<file path="src/rtl/pwm_pkg.sv">
// pwm_pkg: widths, limits, state encoding and duty helpers
// shared by the PWM duty scheduler and its period counter.
package pwm_pkg;

  localparam int PERIOD_BITS = 12;
  localparam int DUTY_W      = 15;
  localparam int PID_W       = 16;

  localparam logic [DUTY_W-1:0] DUTY_MAX = 15'd30000;
  localparam logic [DUTY_W-1:0] SS_STEP  = 15'd256;
  localparam logic [DUTY_W-1:0] MAX_STEP = 15'd1024;

  typedef enum logic [1:0] {
    ST_IDLE  = 2'd0,
    ST_SOFT  = 2'd1,
    ST_RUN   = 2'd2,
    ST_FAULT = 2'd3
  } state_e;

  // Negative samples clamp to 0, large ones to DUTY_MAX.
  function automatic logic [DUTY_W-1:0] sat(
    input logic [PID_W-1:0] u
  );
    logic [DUTY_W-1:0] r;
    if (u[PID_W-1])
      r = '0;
    else if (u[PID_W-2:0] > DUTY_MAX)
      r = DUTY_MAX;
    else
      r = u[DUTY_W-1:0];
    return r;
  endfunction

  function automatic logic [DUTY_W-1:0] slew(
    input logic [DUTY_W-1:0] cur,
    input logic [DUTY_W-1:0] tgt
  );
    logic signed [DUTY_W:0] diff;
    logic signed [DUTY_W:0] lim;
    logic [DUTY_W-1:0]      r;
    diff = $signed({1'b0, tgt}) - $signed({1'b0, cur});
    lim  = $signed({1'b0, MAX_STEP});
    if (diff > lim)
      r = cur + MAX_STEP;
    else if (diff < -lim)
      r = cur - MAX_STEP;
    else
      r = tgt;
    return r;
  endfunction

endpackage

</file>
<file path="src/rtl/pwm_period_counter.sv">
// pwm_period_counter: free-running phase counter that resets to
// all ones, so o_tick is high in the first cycle after reset.
module pwm_period_counter #(
  parameter int BITS = 12
) (
  input  logic i_clk,
  input  logic i_rst_n,
  output logic o_tick
);

  logic [BITS-1:0] r_cnt;

  always_ff @(posedge i_clk or negedge i_rst_n) begin
    if (!i_rst_n)
      r_cnt <= '1;
    else
      r_cnt <= r_cnt + 1'b1;
  end

  assign o_tick = &r_cnt;

endmodule

</file>
<file path="src/rtl/pwm_duty_scheduler.sv">
// pwm_duty_scheduler: saturates PID samples and applies them to
// the PWM duty word at period wrap, with soft start and slewing.
module pwm_duty_scheduler #(
  parameter int PERIOD_BITS = pwm_pkg::PERIOD_BITS
) (
  input  logic                        clk1,
  input  logic                        arst_n,
  input  logic                        enable,
  input  logic                        fault,
  input  logic                        pid_valid,
  input  logic [pwm_pkg::PID_W-1:0]   pid_u,
  output logic                        pid_ready,
  output logic [pwm_pkg::DUTY_W-1:0]  duty,
  output logic                        period_tick,
  output logic [1:0]                  state,
  output logic                        overrun
);

  import pwm_pkg::*;

  state_e              r_state;
  state_e              w_state_n;
  logic [DUTY_W-1:0]   r_duty;
  logic [DUTY_W-1:0]   w_duty_n;
  logic [DUTY_W-1:0]   r_target;
  logic                r_pending;
  logic                r_overrun;
  logic                w_tick;
  logic                w_accept;
  logic                w_enter;
  logic [DUTY_W:0]     w_ss_sum;

  pwm_period_counter #(
    .BITS (PERIOD_BITS)
  ) u_cnt (
    .i_clk   (clk1),
    .i_rst_n (arst_n),
    .o_tick  (w_tick)
  );

  assign pid_ready = (r_state == ST_SOFT) ||
                     (r_state == ST_RUN);
  assign w_accept  = pid_valid && pid_ready;
  assign w_ss_sum  = {1'b0, r_duty} + {1'b0, SS_STEP};

  always_comb begin
    w_state_n = r_state;
    w_duty_n  = r_duty;
    w_enter   = 1'b0;
    unique case (r_state)
      ST_IDLE: begin
        w_duty_n = '0;
        if (enable && !fault) begin
          w_state_n = ST_SOFT;
          w_enter   = 1'b1;
        end
      end
      ST_SOFT: begin
        if (fault) begin
          w_state_n = ST_FAULT;
          w_duty_n  = '0;
        end else if (!enable) begin
          w_state_n = ST_IDLE;
          w_duty_n  = '0;
        end else if (w_tick) begin
          if (w_ss_sum >= {1'b0, r_target}) begin
            w_duty_n  = r_target;
            w_state_n = ST_RUN;
          end else begin
            w_duty_n = w_ss_sum[DUTY_W-1:0];
          end
        end
      end
      ST_RUN: begin
        if (fault) begin
          w_state_n = ST_FAULT;
          w_duty_n  = '0;
        end else if (!enable) begin
          w_state_n = ST_IDLE;
          w_duty_n  = '0;
        end else if (w_tick) begin
          w_duty_n = slew(r_duty, r_target);
        end
      end
      ST_FAULT: begin
        w_duty_n = '0;
        if (!enable && !fault)
          w_state_n = ST_IDLE;
      end
      default: begin
        w_state_n = ST_IDLE;
        w_duty_n  = '0;
      end
    endcase
  end

  always_ff @(posedge clk1 or negedge arst_n) begin
    if (!arst_n) begin
      r_state <= ST_IDLE;
      r_duty  <= '0;
    end else begin
      r_state <= w_state_n;
      r_duty  <= w_duty_n;
    end
  end

  // A tick that coincides with an accept uses the old target.
  always_ff @(posedge clk1 or negedge arst_n) begin
    if (!arst_n) begin
      r_target  <= '0;
      r_pending <= 1'b0;
      r_overrun <= 1'b0;
    end else begin
      if (w_enter) begin
        r_target  <= '0;
        r_pending <= 1'b0;
      end else if (w_accept) begin
        r_target  <= sat(pid_u);
        r_pending <= 1'b1;
      end else if (w_tick) begin
        r_pending <= 1'b0;
      end
      if (r_state == ST_IDLE)
        r_overrun <= 1'b0;
      else if (w_accept && r_pending && !w_tick)
        r_overrun <= 1'b1;
    end
  end

  assign duty        = r_duty;
  assign period_tick = w_tick;
  assign state       = r_state;
  assign overrun     = r_overrun;

endmodule

</file>
<file path="config.mk">
export PLATFORM = sky130hd
export DESIGN_NAME = pwm_duty_scheduler
export DESIGN_NICKNAME = d
export VERILOG_FILES = /design/src/rtl/pwm_pkg.sv /design/src/rtl/pwm_period_counter.sv /design/src/rtl/pwm_duty_scheduler.sv
export SDC_FILE = /design/constraint.sdc
export NUM_CORES = 1
export LEC_CHECK = 0
export CAP_MARGIN = 20
export CORE_MARGIN = 2
export CORE_UTILIZATION = 35
export DETAILED_ROUTE_END_ITERATION = 10
export GPL_TIMING_DRIVEN = 0
export MAX_ROUTING_LAYER = met4
export PLACE_DENSITY = 0.56
export SYNTH_ARGS = -nofsm -noshare
export SYNTH_HDL_FRONTEND = slang
export SYNTH_SLANG_ARGS = --single-unit
</file>
<file path="constraint.sdc">
create_clock -name clk1 -period 4.4 [get_ports clk1]
set_input_delay 1.32 -clock clk1 [delete_from_list [all_inputs] [get_ports clk1]]
set_output_delay 1.32 -clock clk1 [all_outputs]
set_load 0.01 [all_outputs]
</file>
==> flow_summary.yaml, run 1 <==
floorplan:
  row_count: 38
  design.core.area_sq_um: 10800
  die_y_um: 109
  io_pins: 41
  start_util: 0.358
  die_w_um: 109
  die_area_sq_um: 11900
timing:
  fmax_ghz: 0.247
  hold_viol_final: 0
  fin_crit_ps: 4050
  slew_viol_final: 0
  slew_headroom: 0.433
  min_period_over_period: 0.922
  skew_ps: 18.2
  tns_ps: 0
  tightestPinTransition_ps: 851
  setup_ws_ps: 345
  setup_violations: 0
  rsz0062_at_grt: "no"
setup_path:
  startpoint_type: "flop"
  reg2reg_depth: 14
  arrival_ps: 4260
  setup.worst_path.start: "duty[12]$_DFFE_PN0P_"
  crit_type: "reg -> reg"
  r2r_start: "duty[12]$_DFFE_PN0P_"
  r2r_setup_slack_ps: 350
  cp-end-kind: "flop"
  reg2reg_to: "duty[8]$_DFFE_PN0P_"
  required_ps: 4610
  cp_max_fo: 10
drt:
  via_count: 3377
  drt-initial-drc-count: 161
  remaining_drc_errors: 0
  totalWireLength_um: 9830
  dr.pass1.iters: 4
  drt-wirelength-per-cell_um: 15.9
  drtAntennaViolNets: 0
  vias_per_cell: 5.46
placement:
  placed_cell_area_sq_um: 4450
  place_inst: 611
  gp_congestion: 0.910
  hpwl_um: 7770
  port_buffers: 40
  pre_cts_slack_ps: 419
power_and_ir_drop:
  cellPowerDensity_nw_per_um2: 817
  power.leakage_nw: 1.90
  peakVddDrop_uv: 297
  power_mw: 3.71
clock_tree:
  post-cts-setup-buffers: 0
  clkLatencyLatePin_ps: 320
  cts_hold_buf: 0
  cts_sinks: 46
  cts_resized: 0
  ctsHtreeMaxLevel: 2
  cts_max_path_buffers: 2
  cts_made_buffers: 5
  clockRootBuffer: "clkbuf_8"
  path_clk_slew_ps: 100
  cts_tree: "built"
worst_hold_path:
  holdPathEnd: "u_cnt.r_cnt[0]$_DFF_PN1_"
  hold_depth: 1
  min_path_type: "reg -> reg"
  hold_start: "u_cnt.r_cnt[0]$_DFF_PN1_"
job:
  cap_violations: 0
synthesis:
  yosys_warnings: 0
  syn_inst: 430
  syn_avg_cell_area_sq_um: 8.99
  seq_area_frac_synth: 0.302
  async_reset_ff_frac: 1.00
  syn_nets: 489
  synth_cell_types: 66
  netlist_area_sq_um: 3860
  synth_edf_count: 0
  ys.flop_type: "dfrtp_1"
  ys_ff_latch: 46
grt:
  antenna_found_initial: 0
  grt_max_degree: 39
  grt_pass1_wl_um: 16500
  grt.overflow.total: 0
  grt_pass1_vias: 3286
  grtUsageTotal: 0.180
cells_and_area:
  final_area_sq_um: 4550
  nNetsFinal: 537
  area_growth_pct: 17.7
  regArea_sq_um: 1170
  fill_cells: 1098
  multiInputGateArea_sq_um: 2500
  drive_gt1_frac: 0.0856
  antenna_cells: 0
  finalNonFillerCells: 619
status:
  status: "completed"
per-layer routing:
layer,GRT usage,routed length [um],vias up
li1,-,-,1673
met1,0.240,4700,1642
met2,0.291,4660,56
met3,0.0245,394,6
met4,0.0412,82,0
met5,-,0,-
where the power goes:
| part | total, mW | switching (mW) | internal, mW | leakage, nW |
|---|---|---|---|---|
| combinational | 2.77 | 1.64 | 1.14 | 1.27 |
| clock | 0.277 | 0.162 | 0.115 | 0.0447 |
| sequential | 0.664 | 0.144 | 0.520 | 0.578 |
critical path, cell delays in order (launching register included):
cell      delay, ps
dfrtp_1         350
clkbuf_1        320
and3_1          290
nand3_1         140
xnor2_1         230
ha_1            280
a211o_1         330
a211oi_1        220
o311ai_1        220
and3b_1         220
clkbuf_1        180
or2_2           320
buf_1           260
a32o_1          310
mux2_2          250
layout make-up:
type / count / area share
Inverter: 36 / 0.0297
Sequential cell: 46 / 0.256
Multi-Input combinational cell: 334 / 0.549
Clock buffer: 5 / 0.0151
Buffer: 14 / 0.0143
Clock inverter: 3 / 0.00550
Tap cell: 140 / 0.0385
Timing Repair Buffer: 41 / 0.0913
layout by cell type, fill, tap and decap left out, drive strengths merged, types with 22 or more instances in the layout:
master         netlist  layout
inv                 36      37
dfrtp               34      34
clkdlybuf4s50        0      39
a21oi               24      24
nand2               27      27
nand3               31      31
ha                  38      38
nor2                22      22
cells by family after synthesis:
group / count (synthesis) / share of synthesized area
mux: 14 / 0.0369
xor+xnor: 24 / 0.0544
buf+inv: 50 / 0.0518
fa+ha+maj: 38 / 0.123
simple gates: 135 / 0.188
flops: 46 / 0.302
compound gates: 123 / 0.244
how the worst max path moves through the flow:
stage | end | slack, ps | cells past startpoint
floorplan | duty[8]$_DFFE_PN0P_ | 890 | 14
global placement | duty[8]$_DFFE_PN0P_ | 380 | 14
detailed placement | duty[8]$_DFFE_PN0P_ | 420 | 14
CTS | duty[8]$_DFFE_PN0P_ | 360 | 14
global route | duty[8]$_DFFE_PN0P_ | 120 | 14
finish | duty[8]$_DFFE_PN0P_ | 350 | 14
synthesized netlist by cell type, types with 2 or more instances:
cell / number / share of area
a211o_1: 3 / 0.0068
a211oi_1: 4 / 0.0078
a21boi_0: 3 / 0.0058
a21o_1: 9 / 0.017
a21oi_1: 24 / 0.031
a221oi_1: 7 / 0.016
a22o_1: 12 / 0.027
a31oi_1: 3 / 0.0049
a32o_1: 2 / 0.0052
a32oi_1: 3 / 0.0068
and2_1: 2 / 0.0032
and3_1: 6 / 0.0097
and4_1: 2 / 0.0045
clkbuf_1: 10 / 0.0097
dfrtp_1: 34 / 0.22
dfstp_2: 12 / 0.082
ha_1: 38 / 0.12
inv_1: 36 / 0.035
mux2_2: 2 / 0.0058
mux2i_1: 12 / 0.031
nand2_1: 27 / 0.026
nand2b_1: 8 / 0.013
nand3_1: 31 / 0.040
nand4_1: 4 / 0.0065
nand4b_1: 2 / 0.0045
nor2_1: 22 / 0.021
nor2b_1: 6 / 0.0097
nor3_1: 8 / 0.010
o2111ai_1: 3 / 0.0068
o211a_1: 2 / 0.0052
o211ai_1: 7 / 0.014
o211ai_2: 2 / 0.0065
o21a_1: 8 / 0.016
o21ai_0: 12 / 0.016
o21ai_2: 2 / 0.0045
o31a_1: 4 / 0.0091
or2_1: 3 / 0.0049
or2_2: 4 / 0.0065
or3_1: 2 / 0.0032
xnor2_1: 15 / 0.034
xor2_1: 9 / 0.020
flip-flops by register name, indices dropped and copies added (netlist names):
register     count
overrun          1
u_cnt.r_cnt     12
state            2
r_target        15
r_pending        1
duty            15
through the flow:
stage / hold WS [ps] / util
2_1_floorplan: 425 / -
3_3_place_gp: 432 / 0.411
3_5_place_dp: 437 / 0.413
4_1_cts: 460 / 0.421
5_1_grt: 470 / 0.421
6_report: 455 / 0.421
Power figures use the tool's default switching activity.
==> run 2: changes to the inputs <==
Settings changed: SLEW_MARGIN from default to 20.
==> flow_summary.yaml, run 2 (synthesized netlist as in run 1, its figures left out) <==
placement:
  gp_congestion: 0.910
  port_buffers: 40
  hpwl_um: 7790
  place_inst: 611
  pre_cts_slack_ps: 435
cells_and_area:
  drive_gt1_frac: 0.0856
  utilization: 0.422
  finalNonFillerCells: 619
  mostFrequentLayoutCells: "clkdlybuf4s50_1, ha_1, inv_1, dfrtp_1, nand3_1"
  nNetsFinal: 537
  area_growth_pct: 17.9
  layout_commonest_cell: "clkdlybuf4s50_1"
  antenna_cells: 0
power_and_ir_drop:
  p_comb_frac: 0.748
  cellPowerDensity_nw_per_um2: 812
  internal_power_mw: 1.77
  peakVddDrop_uv: 310
  power.leakage_nw: 1.90
  p_seq_frac: 0.178
  clkPwrFrac: 0.074
  power_mw: 3.70
  switching_share: 0.521
  net-switching-power_mw: 1.93
drt:
  totalWireLength_um: 9720
  vias_per_cell: 5.42
  drtAntennaViolNets: 0
  dr.pass1.iters: 4
  drt-initial-drc-count: 124
  via_count: 3358
  drt-wirelength-per-cell_um: 15.7
  remaining_drc_errors: 0
floorplan:
  row_count: 38
  die_w_um: 109
  io_pins: 41
  start_util: 0.358
  design.core.area_sq_um: 10800
  die_y_um: 109
  die_area_sq_um: 11900
timing:
  tightestPinTransition_ps: 866
  slew_headroom: 0.423
  fin_crit_ps: 4040
  fmax_ghz: 0.247
  skew_ps: 14.7
  slew_viol_final: 0
  rsz0062_at_grt: "no"
  setup_ws_ps: 358
  min_period_over_period: 0.919
  setup_violations: 0
  hold_viol_final: 0
  tns_ps: 0
setup_path:
  reg2reg_depth: 14
  startpoint_type: "flop"
  reg2reg_to: "duty[8]$_DFFE_PN0P_"
  r2r_setup_slack_ps: 360
  r2r_start: "duty[12]$_DFFE_PN0P_"
  crit_type: "reg -> reg"
  required_ps: 4590
  cp_max_fo: 10
  cp-end-kind: "flop"
  arrival_ps: 4230
clock_tree:
  cts_hold_buf: 0
  cts_made_buffers: 5
  cts_resized: 0
  clockRootBuffer: "clkbuf_8"
  ctsHtreeMaxLevel: 2
  cts_sinks: 46
  cts_tree: "built"
  path_clk_slew_ps: 90
  cts_max_path_buffers: 2
  post-cts-setup-buffers: 0
  clkLatencyLatePin_ps: 310
worst_hold_path:
  hold_start: "u_cnt.r_cnt[0]$_DFF_PN1_"
  holdPathEnd: "u_cnt.r_cnt[0]$_DFF_PN1_"
  hold_depth: 1
  min_path_type: "reg -> reg"
grt:
  grt_pass1_vias: 3198
  grt.overflow.total: 0
  grt_max_degree: 29
  grt_pass1_wl_um: 16100
  antenna_found_initial: 0
  grtUsageTotal: 0.176
job:
  cap_violations: 0
status:
  status: "completed"
==> run 2: changes by cell type in the layout (fill, tap and decap cells not counted) <==
| cell | delta |
|---|---|
| buf_16 | +1 |
| clkinvlp_4 | +1 |
| buf_12 | -1 |
| clkinv_4 | -1 |
==> run 2: metal layers <==
metal / global-route usage / wire [um] / share of wire
met5: - / 0 / 0
met4: 0.0366 / 82 / 0.0084
met3: 0.0257 / 352 / 0.036
met2: 0.280 / 4570 / 0.47
met1: 0.239 / 4720 / 0.49
==> run 2: stage by stage <==
step	hold slack (ps)	instance area, sq um
6_report	456	4550
5_1_grt	471	4550
4_1_cts	460	4550
3_5_place_dp	437	4460
3_3_place_gp	432	4440
2_1_floorplan	425	3860
==> run 2: layout make-up <==
cell class                      instances  area, sq um
Sequential cell                        46         1170
Tap cell                              140          175
Buffer                                 14         65.1
Inverter                               36          135
Clock buffer                            5         68.8
Fill cell                            1094         6240
Multi-Input combinational cell        334         2500
Clock inverter                          3         23.8
Timing Repair Buffer                   41          423
==> run 2: worst max-delay path by stage <==
stage,from,end,slack [ps]
floorplan,duty[12]$_DFFE_PN0P_,duty[8]$_DFFE_PN0P_,890
global placement,duty[12]$_DFFE_PN0P_,duty[8]$_DFFE_PN0P_,380
detailed placement,duty[12]$_DFFE_PN0P_,duty[8]$_DFFE_PN0P_,440
CTS,duty[12]$_DFFE_PN0P_,duty[8]$_DFFE_PN0P_,370
global route,duty[12]$_DFFE_PN0P_,duty[8]$_DFFE_PN0P_,100
finish,duty[12]$_DFFE_PN0P_,duty[8]$_DFFE_PN0P_,360
==> run 2: power by group through the flow <==
stage          combinational [mW]  sequential [mW]  clock (mW)
3_3_place_gp                 2.70            0.663           0
2_1_floorplan                2.10            0.634           0
6_report                     2.77            0.660       0.272
4_1_cts                      2.76            0.660       0.282
5_1_grt                      3.07            0.680       0.303
3_5_place_dp                 2.75            0.669           0
==> run 2: critical path: stages, from the launching register on <==
cell and delay [ps]:
dfrtp_1 350, clkbuf_1 320, and3_1 280, nand3_1 140
xnor2_1 230, ha_1 280, a211o_1 330, a211oi_1 220
o311ai_1 220, and3b_1 220, clkbuf_1 180, or2_2 330
buf_1 260, a32o_1 320, mux2_2 250
==> run 3: changes to the inputs <==
Settings changed: ABC_CLOCK_PERIOD_IN_PS from default to 4400, CORE_UTILIZATION 35 to 30, PLACE_DENSITY 0.56 to 0.5.
==> flow_summary.yaml, run 3 (synthesized netlist as in run 1, its figures left out) <==
drt:
  drt-wirelength-per-cell_um: 15.3
  via_count: 3384
  totalWireLength_um: 9960
  drt-initial-drc-count: 112
  vias_per_cell: 5.20
  drtAntennaViolNets: 0
  remaining_drc_errors: 0
  dr.pass1.iters: 4
floorplan:
  start_util: 0.306
  die_area_sq_um: 13800
  row_count: 41
  die_w_um: 117
  design.core.area_sq_um: 12600
  io_pins: 41
  die_y_um: 117
clock_tree:
  ctsHtreeMaxLevel: 2
  cts_hold_buf: 0
  path_clk_slew_ps: 70
  cts_resized: 0
  cts_tree: "built"
  cts_made_buffers: 5
  clockRootBuffer: "clkbuf_16"
  post-cts-setup-buffers: 0
  cts_sinks: 46
  cts_max_path_buffers: 2
  clkLatencyLatePin_ps: 290
setup_path:
  path_depth: 14
  crit_path_frequent_cell: "clkbuf_1"
  cp-end-kind: "flop"
  arrival_ps: 4270
  critPathTopFamily: "compound AO/OA/AOI/OAI gates"
  startpoint_type: "flop"
  critical_path.endpoint: "duty[8]$_DFFE_PN0P_"
  path_buf_inv: 3
  cp_slowest_stage_delay_ps: 350
  path_cells: "clkbuf_1 -> and3_1 -> nand3_1 -> xnor2_1 -> ha_1 -> a211o_1 -> a211oi_1 -> o311ai_1 -> and3b_1 -> clkbuf_1 -> or2_2 -> buf_1 -> a32o_1 -> mux2_2"
  cp_max_fo: 10
  crit_type: "reg -> reg"
  r2r_setup_slack_ps: 310
  reg2reg_depth: 14
  r2r_start: "duty[12]$_DFFE_PN0P_"
  cp_slowest_cell: "dfrtp_1"
  reg2reg_to: "duty[8]$_DFFE_PN0P_"
  required_ps: 4570
  setup.worst_path.start: "duty[12]$_DFFE_PN0P_"
cells_and_area:
  area_growth_pct: 20.8
  drive_gt1_frac: 0.0856
  mostFrequentLayoutCells: "clkdlybuf4s50_1, ha_1, inv_1, dfrtp_1, nand3_1"
  antenna_cells: 0
  nNetsFinal: 537
  layout_commonest_cell: "clkdlybuf4s50_1"
timing:
  hold_viol_final: 0
  holdWs_ps: 450
  tightestPinTransition_ps: 829
  slew_headroom: 0.447
  fmax_ghz: 0.244
  rsz0062_at_grt: "no"
  skew_ps: 10.5
  min_period_over_period: 0.930
  setup_violations: 0
  slew_viol_final: 0
  fin_crit_ps: 4090
  tns_ps: 0
placement:
  gp_congestion: 0.871
  port_buffers: 40
  hpwl_um: 7940
status:
  status: "completed"
worst_hold_path:
  min_path_type: "reg -> reg"
job:
  cap_violations: 0
grt:
  grt_pass1_wl_um: 16700
  antenna_found_initial: 0
  grt_max_degree: 31
  grtUsageTotal: 0.151
  grt_pass1_vias: 3266
  grt.overflow.total: 0
power_and_ir_drop:
  peakVddDrop_uv: 352
  cellPowerDensity_nw_per_um2: 833
  power.leakage_nw: 1.93
[run 3: cell type report]
cell class / instances / area (sq um)
multi-input cells: 334 / 2500
fillers: 1342 / 7950
well taps: 172 / 215
clock inverters: 3 / 48.8
flip-flops and latches: 46 / 1170
repair buffers: 41 / 415
inverters: 36 / 135
clock buffers: 5 / 125
plain buffers: 14 / 65.1
[run 3: where the power goes]
part	total [mW]	internal (mW)	switching [mW]
sequential	0.664	0.521	0.143
clock	0.446	0.272	0.174
combinational	2.78	1.14	1.64
total	3.89	1.93	1.96
[run 3: worst register-to-register path, cell delays in order, from the launching register on]
cell and delay, ps:
dfrtp_1 350, clkbuf_1 330, and3_1 290, nand3_1 140, xnor2_1 250, ha_1 290, a211o_1 320, a211oi_1 220
o311ai_1 230, and3b_1 220, clkbuf_1 190, or2_2 330, buf_1 260, a32o_1 320, mux2_2 250
[run 3: layer usage]
metal  routed length, um  track usage
met1                4930        0.209
met2                4610        0.233
met3                 315       0.0184
met4                 107       0.0482
met5                   0            -
[run 3: how the worst min path moves through the flow]
stage                                   startpoint                       end  slack [ps]  cells after the start
after global placement    u_cnt.r_cnt[0]$_DFF_PN1_  u_cnt.r_cnt[0]$_DFF_PN1_         430                      1
after detailed placement  u_cnt.r_cnt[0]$_DFF_PN1_  u_cnt.r_cnt[0]$_DFF_PN1_         440                      1
after floorplan           u_cnt.r_cnt[0]$_DFF_PN1_  u_cnt.r_cnt[0]$_DFF_PN1_         430                      1
final                     u_cnt.r_cnt[0]$_DFF_PN1_  u_cnt.r_cnt[0]$_DFF_PN1_         450                      1
after CTS                 u_cnt.r_cnt[0]$_DFF_PN1_  u_cnt.r_cnt[0]$_DFF_PN1_         450                      1
after global routing      u_cnt.r_cnt[0]$_DFF_PN1_  u_cnt.r_cnt[0]$_DFF_PN1_         470                      1
[run 3: through the flow]
stage | setup slack, ps | std cells | power [mW] | cell area (sq um) | utilization
floorplan | 891 | 430 | 2.74 | 3860 | -
global placement | 328 | 642 | 3.40 | 4480 | 0.355
detailed placement | 381 | 643 | 3.44 | 4490 | 0.356
CTS | 345 | 651 | 3.90 | 4670 | 0.370
global route | 38.5 | 651 | 4.25 | 4670 | 0.370
finish | 308 | 651 | 3.89 | 4670 | 0.370
